===== config.mk =====
export PLATFORM = sky130hd
export DESIGN_NAME = riscv_datapath_flat
export DESIGN_NICKNAME = d
export VERILOG_FILES = /design/src/rtl/riscv_pkg.sv /design/src/rtl/riscv_datapath_if.sv /design/src/rtl/riscv_regfile.sv /design/src/rtl/riscv_datapath.sv /design/src/flat_wrapper.sv
export SDC_FILE = /design/constraint.sdc
export NUM_CORES = 2
export LEC_CHECK = 0
export ABC_AREA = 1
export ABC_CLOCK_PERIOD_IN_PS = 11000
export BUFFER_PORTS_ARGS = -buffer_cell sky130_fd_sc_hd__buf_2
export CAP_MARGIN = 10
export CORE_ASPECT_RATIO = 1.4
export CORE_MARGIN = 4
export CORE_UTILIZATION = 50
export CTS_BUF_LIST = sky130_fd_sc_hd__clkbuf_16
export CTS_CLUSTER_SIZE = 24
export DETAILED_ROUTE_END_ITERATION = 16
export PLACE_DENSITY = 0.65
export SETUP_SLACK_MARGIN = 0.15
export SLEW_MARGIN = 20
export SYNTH_ARGS = -nofsm -noshare
export SYNTH_HDL_FRONTEND = slang
export SYNTH_HIERARCHICAL = 1
export SYNTH_SLANG_ARGS = --single-unit

===== constraint.sdc =====
create_clock -name clk -period 11 [get_ports clk]
set_input_delay 1.1 -clock clk [delete_from_list [all_inputs] [get_ports clk]]
set_output_delay 1.1 -clock clk [all_outputs]
set_load 0.02 [all_outputs]

===== src/rtl/riscv_pkg.sv =====
// Shared RV32I constants for the datapath: opcodes, immediate and write-back selects,
// branch funct3 codes and the ALU operation set used by the optional full ALU.
package riscv_pkg;

    localparam logic [6:0] OP_ADD    = 7'b0110011;
    localparam logic [6:0] OP_ADDI   = 7'b0010011;
    localparam logic [6:0] OP_LW     = 7'b0000011;
    localparam logic [6:0] OP_SW     = 7'b0100011;
    localparam logic [6:0] OP_BRANCH = 7'b1100011;
    localparam logic [6:0] OP_JAL    = 7'b1101111;
    localparam logic [6:0] OP_JALR   = 7'b1100111;
    localparam logic [6:0] OP_AUIPC  = 7'b0010111;

    localparam logic [2:0] IMM_I = 3'b000;
    localparam logic [2:0] IMM_S = 3'b001;
    localparam logic [2:0] IMM_B = 3'b010;
    localparam logic [2:0] IMM_J = 3'b011;
    localparam logic [2:0] IMM_U = 3'b100;

    localparam logic [1:0] RFIN_ALU   = 2'b00;
    localparam logic [1:0] RFIN_MEM   = 2'b01;
    localparam logic [1:0] RFIN_PC4   = 2'b10;
    localparam logic [1:0] RFIN_AUIPC = 2'b11;

    localparam logic [2:0] F3_BEQ  = 3'b000;
    localparam logic [2:0] F3_BNE  = 3'b001;
    localparam logic [2:0] F3_BLT  = 3'b100;
    localparam logic [2:0] F3_BGE  = 3'b101;
    localparam logic [2:0] F3_BLTU = 3'b110;
    localparam logic [2:0] F3_BGEU = 3'b111;

    localparam logic [31:0] NOP_INSTR = 32'h0000_0013;

    typedef enum logic [3:0] {
        ALU_ADD, ALU_SUB, ALU_SLL, ALU_SLT, ALU_SLTU,
        ALU_XOR, ALU_SRL, ALU_SRA, ALU_OR, ALU_AND
    } alu_op_e;

    // SUB only exists as an R-type encoding; ADDI with IR[30] set is still an add.
    function automatic alu_op_e alu_decode(input logic [6:0] opcode,
                                           input logic [2:0] funct3,
                                           input logic       bit30);
        alu_op_e op;
        case (funct3)
            3'b000:  op = (opcode == OP_ADD && bit30) ? ALU_SUB : ALU_ADD;
            3'b001:  op = ALU_SLL;
            3'b010:  op = ALU_SLT;
            3'b011:  op = ALU_SLTU;
            3'b100:  op = ALU_XOR;
            3'b101:  op = bit30 ? ALU_SRA : ALU_SRL;
            3'b110:  op = ALU_OR;
            default: op = ALU_AND;
        endcase
        return op;
    endfunction

endpackage


===== src/rtl/riscv_datapath_if.sv =====
// Control-unit and memory bundle of the RV32I datapath. The master side is the control FSM
// plus the memories; the slave side is the datapath.
interface riscv_datapath_if;
    logic        load_IR, load_PC, we_RF, we_DM;
    logic        sel_ALU_A, sel_ALU_B, sel_PC_A, sel_PC_B, sel_PC_RF;
    logic [2:0]  sel_imme;
    logic [1:0]  sel_RF_in;
    logic [6:0]  opcode;
    logic [2:0]  funct3;
    logic        br_taken;
    logic [31:0] imem_addr, imem_rdata;
    logic [31:0] dmem_addr, dmem_wdata, dmem_rdata;
    logic        dmem_we;
    logic [31:0] instret;

    modport master (
        output load_IR, load_PC, we_RF, we_DM, sel_ALU_A, sel_ALU_B, sel_PC_A, sel_PC_B,
               sel_PC_RF, sel_imme, sel_RF_in, imem_rdata, dmem_rdata,
        input  opcode, funct3, br_taken, imem_addr, dmem_addr, dmem_wdata, dmem_we, instret
    );

    modport slave (
        input  load_IR, load_PC, we_RF, we_DM, sel_ALU_A, sel_ALU_B, sel_PC_A, sel_PC_B,
               sel_PC_RF, sel_imme, sel_RF_in, imem_rdata, dmem_rdata,
        output opcode, funct3, br_taken, imem_addr, dmem_addr, dmem_wdata, dmem_we, instret
    );
endinterface


===== src/rtl/riscv_regfile.sv =====
// 32x32 RV32I register file: two asynchronous read ports, one synchronous write port,
// x0 hardwired to zero, synchronous active-high reset of every entry.
module riscv_regfile (
    input  logic        clk,
    input  logic        rst,
    input  logic [4:0]  i_rs1_addr,
    input  logic [4:0]  i_rs2_addr,
    input  logic [4:0]  i_rd_addr,
    input  logic        i_we,
    input  logic [31:0] i_wdata,
    output logic [31:0] o_rs1_data,
    output logic [31:0] o_rs2_data
);
    logic [31:0] r_regs [32];

    always_ff @(posedge clk) begin
        if (rst) begin
            // NOTE: the array is reset so every register reads 0 afterwards; that forces flops, not a RAM macro.
            for (int i = 0; i < 32; i++) r_regs[i] <= '0;
        end else if (i_we && i_rd_addr != 5'd0) begin
            // NOTE: non-blocking so a same-cycle read still sees the old value.
            r_regs[i_rd_addr] <= i_wdata;
        end
    end

    assign o_rs1_data = (i_rs1_addr == 5'd0) ? '0 : r_regs[i_rs1_addr];
    assign o_rs2_data = (i_rs2_addr == 5'd0) ? '0 : r_regs[i_rs2_addr];
endmodule


===== src/rtl/riscv_datapath.sv =====
// Multicycle RV32I datapath: PC, IR, register file, immediate/ALU/branch/next-PC logic.
// Define DATAPATH_FULL_ALU_EN for the full RV32I ALU on OP/OP-IMM; otherwise the ALU only adds.
module riscv_datapath
    import riscv_pkg::*;
#(
    parameter logic [31:0] RESET_PC = 32'h0000_0000,
    parameter int          XLEN     = 32
) (
    input logic             clk,
    input logic             rst,
    riscv_datapath_if.slave io_bus
);
    logic [XLEN-1:0] r_pc, r_ir, r_instret;
    logic [XLEN-1:0] w_rs1, w_rs2, w_imm, w_alu_a, w_alu_b, w_alu;
    logic [XLEN-1:0] w_pc_seq, w_pc_base, w_pc_tgt, w_next_pc, w_rf_wdata;
    logic            w_br_taken;

    riscv_regfile u_regfile (
        .clk        (clk),
        .rst        (rst),
        .i_rs1_addr (r_ir[19:15]),
        .i_rs2_addr (r_ir[24:20]),
        .i_rd_addr  (r_ir[11:7]),
        .i_we       (io_bus.we_RF),
        .i_wdata    (w_rf_wdata),
        .o_rs1_data (w_rs1),
        .o_rs2_data (w_rs2)
    );

    always_comb begin
        // NOTE: default first so no path through the case leaves w_imm unassigned (no latch).
        w_imm = '0;
        case (io_bus.sel_imme)
            IMM_I:   w_imm = {{20{r_ir[31]}}, r_ir[31:20]};
            IMM_S:   w_imm = {{20{r_ir[31]}}, r_ir[31:25], r_ir[11:7]};
            IMM_B:   w_imm = {{19{r_ir[31]}}, r_ir[31], r_ir[7], r_ir[30:25], r_ir[11:8], 1'b0};
            IMM_J:   w_imm = {{11{r_ir[31]}}, r_ir[31], r_ir[19:12], r_ir[20], r_ir[30:21], 1'b0};
            IMM_U:   w_imm = {r_ir[31:12], 12'b0};
            default: w_imm = '0;
        endcase
    end

    assign w_alu_a = io_bus.sel_ALU_A ? w_rs1 : r_pc;
    assign w_alu_b = io_bus.sel_ALU_B ? w_rs2 : w_imm;

`ifdef DATAPATH_FULL_ALU_EN
    alu_op_e w_alu_op;

    always_comb begin
        w_alu_op = ALU_ADD;
        if (r_ir[6:0] == OP_ADD || r_ir[6:0] == OP_ADDI)
            w_alu_op = alu_decode(r_ir[6:0], r_ir[14:12], r_ir[30]);
    end

    always_comb begin
        w_alu = w_alu_a + w_alu_b;
        case (w_alu_op)
            ALU_SUB:  w_alu = w_alu_a - w_alu_b;
            ALU_SLL:  w_alu = w_alu_a << w_alu_b[4:0];
            ALU_SLT:  w_alu = {31'b0, $signed(w_alu_a) < $signed(w_alu_b)};
            ALU_SLTU: w_alu = {31'b0, w_alu_a < w_alu_b};
            ALU_XOR:  w_alu = w_alu_a ^ w_alu_b;
            ALU_SRL:  w_alu = w_alu_a >> w_alu_b[4:0];
            ALU_SRA:  w_alu = $unsigned($signed(w_alu_a) >>> w_alu_b[4:0]);
            ALU_OR:   w_alu = w_alu_a | w_alu_b;
            ALU_AND:  w_alu = w_alu_a & w_alu_b;
            default:  w_alu = w_alu_a + w_alu_b;
        endcase
    end
`else
    assign w_alu = w_alu_a + w_alu_b;
`endif

    always_comb begin
        w_br_taken = 1'b0;
        case (r_ir[14:12])
            F3_BEQ:  w_br_taken = (w_rs1 == w_rs2);
            F3_BNE:  w_br_taken = (w_rs1 != w_rs2);
            F3_BLT:  w_br_taken = ($signed(w_rs1) <  $signed(w_rs2));
            F3_BGE:  w_br_taken = ($signed(w_rs1) >= $signed(w_rs2));
            F3_BLTU: w_br_taken = (w_rs1 <  w_rs2);
            F3_BGEU: w_br_taken = (w_rs1 >= w_rs2);
            default: w_br_taken = 1'b0;
        endcase
    end

    // JALR-style targets (base = rs1) drop bit 0; PC-relative targets are already even.
    assign w_pc_seq  = r_pc + 32'd4;
    assign w_pc_base = io_bus.sel_PC_A ? r_pc : w_rs1;
    always_comb begin
        w_pc_tgt = w_pc_base + w_imm;
        if (!io_bus.sel_PC_A) w_pc_tgt[0] = 1'b0;
    end
    assign w_next_pc = (io_bus.sel_PC_RF || (io_bus.sel_PC_B && w_br_taken)) ? w_pc_tgt : w_pc_seq;

    always_comb begin
        w_rf_wdata = w_alu;
        case (io_bus.sel_RF_in)
            RFIN_ALU:   w_rf_wdata = w_alu;
            RFIN_MEM:   w_rf_wdata = io_bus.dmem_rdata;
            RFIN_PC4:   w_rf_wdata = w_pc_seq;
            RFIN_AUIPC: w_rf_wdata = r_pc + w_imm;
            default:    w_rf_wdata = w_alu;
        endcase
    end

    always_ff @(posedge clk) begin
        if (rst) begin
            r_pc      <= RESET_PC;
            r_ir      <= NOP_INSTR;
            r_instret <= '0;
        end else begin
            if (io_bus.load_IR) r_ir <= io_bus.imem_rdata;
            if (io_bus.load_PC) begin
                r_pc      <= w_next_pc;
                r_instret <= r_instret + 32'd1;
            end
        end
    end

    assign io_bus.opcode     = r_ir[6:0];
    assign io_bus.funct3     = r_ir[14:12];
    assign io_bus.br_taken   = w_br_taken;
    assign io_bus.imem_addr  = r_pc;
    assign io_bus.dmem_addr  = w_alu;
    assign io_bus.dmem_wdata = w_rs2;
    assign io_bus.dmem_we    = io_bus.we_DM;
    assign io_bus.instret    = r_instret;
endmodule

===== src/flat_wrapper.sv =====
// flat-port wrapper written by rule: the top's interface ports become plain ports
module riscv_datapath_flat import riscv_pkg::*;
#(
    parameter logic [31:0] RESET_PC = 32'h0000_0000,
    parameter int          XLEN     = 32
)
  (clk, rst, io_bus_load_IR, io_bus_load_PC, io_bus_we_RF, io_bus_we_DM, io_bus_sel_ALU_A, io_bus_sel_ALU_B, io_bus_sel_PC_A, io_bus_sel_PC_B, io_bus_sel_PC_RF, io_bus_sel_imme, io_bus_sel_RF_in, io_bus_imem_rdata, io_bus_dmem_rdata, io_bus_opcode, io_bus_funct3, io_bus_br_taken, io_bus_imem_addr, io_bus_dmem_addr, io_bus_dmem_wdata, io_bus_dmem_we, io_bus_instret);
  riscv_datapath_if io_bus_i ();
  input logic clk;
  input logic rst;
  input wire logic [$bits(io_bus_i.load_IR)-1:0] io_bus_load_IR;
  input wire logic [$bits(io_bus_i.load_PC)-1:0] io_bus_load_PC;
  input wire logic [$bits(io_bus_i.we_RF)-1:0] io_bus_we_RF;
  input wire logic [$bits(io_bus_i.we_DM)-1:0] io_bus_we_DM;
  input wire logic [$bits(io_bus_i.sel_ALU_A)-1:0] io_bus_sel_ALU_A;
  input wire logic [$bits(io_bus_i.sel_ALU_B)-1:0] io_bus_sel_ALU_B;
  input wire logic [$bits(io_bus_i.sel_PC_A)-1:0] io_bus_sel_PC_A;
  input wire logic [$bits(io_bus_i.sel_PC_B)-1:0] io_bus_sel_PC_B;
  input wire logic [$bits(io_bus_i.sel_PC_RF)-1:0] io_bus_sel_PC_RF;
  input wire logic [$bits(io_bus_i.sel_imme)-1:0] io_bus_sel_imme;
  input wire logic [$bits(io_bus_i.sel_RF_in)-1:0] io_bus_sel_RF_in;
  input wire logic [$bits(io_bus_i.imem_rdata)-1:0] io_bus_imem_rdata;
  input wire logic [$bits(io_bus_i.dmem_rdata)-1:0] io_bus_dmem_rdata;
  output wire logic [$bits(io_bus_i.opcode)-1:0] io_bus_opcode;
  output wire logic [$bits(io_bus_i.funct3)-1:0] io_bus_funct3;
  output wire logic [$bits(io_bus_i.br_taken)-1:0] io_bus_br_taken;
  output wire logic [$bits(io_bus_i.imem_addr)-1:0] io_bus_imem_addr;
  output wire logic [$bits(io_bus_i.dmem_addr)-1:0] io_bus_dmem_addr;
  output wire logic [$bits(io_bus_i.dmem_wdata)-1:0] io_bus_dmem_wdata;
  output wire logic [$bits(io_bus_i.dmem_we)-1:0] io_bus_dmem_we;
  output wire logic [$bits(io_bus_i.instret)-1:0] io_bus_instret;
  assign io_bus_i.load_IR = io_bus_load_IR;
  assign io_bus_i.load_PC = io_bus_load_PC;
  assign io_bus_i.we_RF = io_bus_we_RF;
  assign io_bus_i.we_DM = io_bus_we_DM;
  assign io_bus_i.sel_ALU_A = io_bus_sel_ALU_A;
  assign io_bus_i.sel_ALU_B = io_bus_sel_ALU_B;
  assign io_bus_i.sel_PC_A = io_bus_sel_PC_A;
  assign io_bus_i.sel_PC_B = io_bus_sel_PC_B;
  assign io_bus_i.sel_PC_RF = io_bus_sel_PC_RF;
  assign io_bus_i.sel_imme = io_bus_sel_imme;
  assign io_bus_i.sel_RF_in = io_bus_sel_RF_in;
  assign io_bus_i.imem_rdata = io_bus_imem_rdata;
  assign io_bus_i.dmem_rdata = io_bus_dmem_rdata;
  assign io_bus_opcode = io_bus_i.opcode;
  assign io_bus_funct3 = io_bus_i.funct3;
  assign io_bus_br_taken = io_bus_i.br_taken;
  assign io_bus_imem_addr = io_bus_i.imem_addr;
  assign io_bus_dmem_addr = io_bus_i.dmem_addr;
  assign io_bus_dmem_wdata = io_bus_i.dmem_wdata;
  assign io_bus_dmem_we = io_bus_i.dmem_we;
  assign io_bus_instret = io_bus_i.instret;
  riscv_datapath #(.RESET_PC(RESET_PC), .XLEN(XLEN)) u_core (.clk(clk), .rst(rst), .io_bus(io_bus_i));
endmodule

==> metrics.cfg <==
[run_status]
outcome=complete, no violations

[cells_and_area]
fin_cells=11132
finalNetCount=9452
n_antenna_cell=0
fillCellCount=13252
seq_area_mm2=0.03270
final_layout_size_suffix_gt1_share_pct=6.746
multi_input_area_mm2=0.03231
area_growth_syn_to_layout_pct=7.978

[critical_path]
critical_path_peak_fanout=75
ff2ff_path_depth=26
crit_path_start=u_core/r_ir[20]$_SDFFE_PP0P_
rrSetupSlack_ns=2.46
end_kind=primary output
r2r-end=u_core/u_regfile/r_regs[20][16]$_SDFFCE_PN0P_
path_common_cell=nand2_1
critical_path_buf_inv_count=4
critPathSlowestCell=o21ai_0
worstSetupPathDepth=23
crit_type=reg2out
r2r-start=u_core/r_ir[20]$_SDFFE_PP0P_
crit_path_max_incr_delay_ns=0.94
arrival_ns=7.86
crit_end=io_bus_dmem_addr[16]
path_delay_family=compound AO/OA/AOI/OAI gates
cp-start-kind=flop
critPathRequiredTime_ns=9.90
worstPathCellList=buf_4, buf_4, nor2_1, nor2_1, o21ai_0, nand3_1, nand3_1, nand2_1, nand2_1, nor2_1, nand2_1, nand2_1, ha_1, fa_1, nand2_1, o21ai_0, a21oi_1, inv_1, a21oi_1, o21ai_0, a21oi_1, xnor2_1, buf_2

[place]
place_hpwl_um=179300
port_buffers=217
place_congestion=1.066
dp_cells=10915

[sta]
rsz0062_at_grt=false
worst_pin_slew_ns=1.227
setup-violations-final=0
fin_setup_tns_ns=0
min_period_over_period_pct=81.46
slew_viol_final=0
finClkSkew_ns=0.04101
fmax_ghz=0.1116
relSlewSlack_pct=17.36
final_hold_viol_count=0
min_period_ns=8.960

[yosys]
synth_top_family_by_area=simple AND/OR/NAND/NOR gates
synth-seq-area-share_pct=47.04
synth_cells=9435
synth_area_leaders=edfxtp_1 44%, nand2_1 14%, nor2_1 11%
yosys.area_share.adder_pct=2.446
netlist_area_mm2=0.06946
synth_top_area_share_pct=44.27
synth-compound-area-share_pct=8.643
ys_types=58
yosys_most_used_dff=edfxtp_1
async_flop_share_pct=0
ys_ff_latch=1120
synth_edf_count=1024
synthSimpleGateAreaFrac_pct=34.01
muxShareOfSynthArea_pct=0
synth.most_common_cell=nand2_1
synth_xor_area_share_pct=1.072
avgSynthCellArea_um2=7.362
yosysTopAreaCell=edfxtp_1
netlist_top_cells_count=2580 x nand2_1, 2016 x nor2_1, 1092 x nand3_1, 1024 x edfxtp_1, 619 x o21ai_0
yosys_warnings=6

[grt]
grt_usage_pct=38.98
grt_antenna_before_repair=2
grt_pass1_vias=65586
grt_pass1_wl_um=420600
grt_max_degree=210
grt-ovfl-total=0

[floorplan]
fp-row-count=161
start_util_pct=50.41
die_area_mm2=0.1450
design.portCount=220
core_mm2=0.1378
dieWidth_um=323.0
fp.dieH_um=449.0

[cts]
cts_made_buffers=114
cts_sinks=1120
cts-root-buf=clkbuf_16
ctsResizeCount=0
cts_setup_buffers=0
worstSkewPairLatency_ns=0.77
h-tree-depth=3
postCtsHoldBufs=0
cts_tree=built
clockBufferDepth=3
cts.clk_slew.worst_paths_ns=0.07

[drt]
vias_per_cell=6.168
antenna_left=0
first_iter_violations=9161
dr.pass1.iters=13
totalWireLength_um=292700
routedWlPerCell_um=26.30
drc=0
vias=68667

[power]
p_leak_uw=0.03156
vdd_drop_max_mv=0.1494
pwr_density_cell_mw_per_mm2=157.0

[flow_run]
drv_cap=0

[min_path]
hp-class=reg2reg

[worst register-to-register path, cell delays in order (launching register included)]
cell and delay [ns]:
dfxtp_4 0.67, buf_4 0.89, buf_4 0.75, nor2_1 0.14
nor2_1 0.10, o21ai_0 0.09, nand3_1 0.12, nand3_1 0.10
nand2_1 0.16, nand2_1 0.14, nor2_1 0.58, nand2_1 0.14
nand2_1 0.10, ha_1 0.19, fa_1 0.22, nand2_1 0.06
o21ai_0 0.94, a21oi_1 0.23, inv_1 0.11, a21oi_1 0.16
o21ai_0 0.44, a21oi_1 0.15, xnor2_1 0.38, nand2_1 0.09
o2111ai_1 0.15, clkinv_1 0.89, nor2_1 0.38
[where the power goes]
group          internal, uW  switching (uW)  leakage, uW
sequential             4800             132       0.0114
combinational           675            2160       0.0182
clock                  2260            1750      0.00195
total                  7730            4040       0.0316
[registers in the layout, indices dropped and copies added (netlist names)]
signal	cells
u_core/r_ir	32
u_core/u_regfile/r_regs	1024
u_core/io_bus.instret	32
u_core/io_bus.imem_addr	32
[final cells by class]
class,count,area share [%]
multi-input combinational,7209,43.09
sequential,1120,43.60
inverter,435,2.224
clock buffer,117,3.904
clock inverter,100,1.151
timing repair buffer,358,3.040
tap,1793,2.991
[cell families after synthesis]
kind of cell	Yosys count
AOI/OAI and AO/OA	1132
xor gates and xnor gates	85
adders and majority gates	134
buffers and inverters	1137
DFF	1120
other	1
and+or+nand+nor	5826
[worst min-delay path by stage]
| stage | start | endpoint | slack (ns) | cells after the start |
|---|---|---|---|---|
| final | u_core/r_ir[4]$_SDFFE_PP1P_ | u_core/r_ir[4]$_SDFFE_PP1P_ | 0.47 | 2 |
| after global placement | u_core/r_ir[1]$_SDFFE_PP1P_ | u_core/r_ir[1]$_SDFFE_PP1P_ | 0.44 | 2 |
| after detailed placement | u_core/r_ir[1]$_SDFFE_PP1P_ | u_core/r_ir[1]$_SDFFE_PP1P_ | 0.44 | 2 |
| after CTS | u_core/r_ir[4]$_SDFFE_PP1P_ | u_core/r_ir[4]$_SDFFE_PP1P_ | 0.47 | 2 |
| after global routing | u_core/r_ir[0]$_SDFFE_PP1P_ | u_core/r_ir[0]$_SDFFE_PP1P_ | 0.49 | 2 |
| after floorplan | u_core/r_ir[0]$_SDFFE_PP1P_ | u_core/r_ir[0]$_SDFFE_PP1P_ | 0.43 | 2 |
[through the flow]
stage / power, uW / cell area (um^2) / utilization, % / setup WS, ns / hold WS, ns
2_1_floorplan: 6698 / 69580 / - / 5.858 / 0.4301
3_3_place_gp: 7729 / 71180 / 51.66 / 3.159 / 0.4373
3_5_place_dp: 7749 / 71200 / 51.68 / 3.100 / 0.4417
4_1_cts: 11710 / 74990 / 54.43 / 2.323 / 0.4670
5_1_grt: 12170 / 75000 / 54.43 / 1.868 / 0.4947
6_report: 11770 / 75000 / 54.43 / 2.040 / 0.4726
[layer usage]
layer / routed length, um / GRT usage [%] / vias up
li1: - / - / 30626
met2: 134600 / 62.35 / 4841
met1: 99600 / 47.10 / 32106
met4: 24710 / 28.56 / 4
met5: 20 / 0 / -
met3: 33810 / 7.067 / 1090
[cells in the final DEF, fill, tap and decap left out, drive strengths merged, types with 27 or more instances in the layout]
| cell type | n |
|---|---|
| a21oi | 345 |
| buf | 358 |
| clkbuf | 117 |
| clkinv | 69 |
| conb | 32 |
| dfxtp | 96 |
| edfxtp | 1024 |
| ha | 131 |
| inv | 448 |
| nand2 | 2588 |
| nand3 | 1094 |
| nand4 | 38 |
| nor2 | 2025 |
| nor3 | 43 |
| o211ai | 27 |
| o21ai | 668 |
| xor2 | 69 |
(Power assumes the default switching activity.)
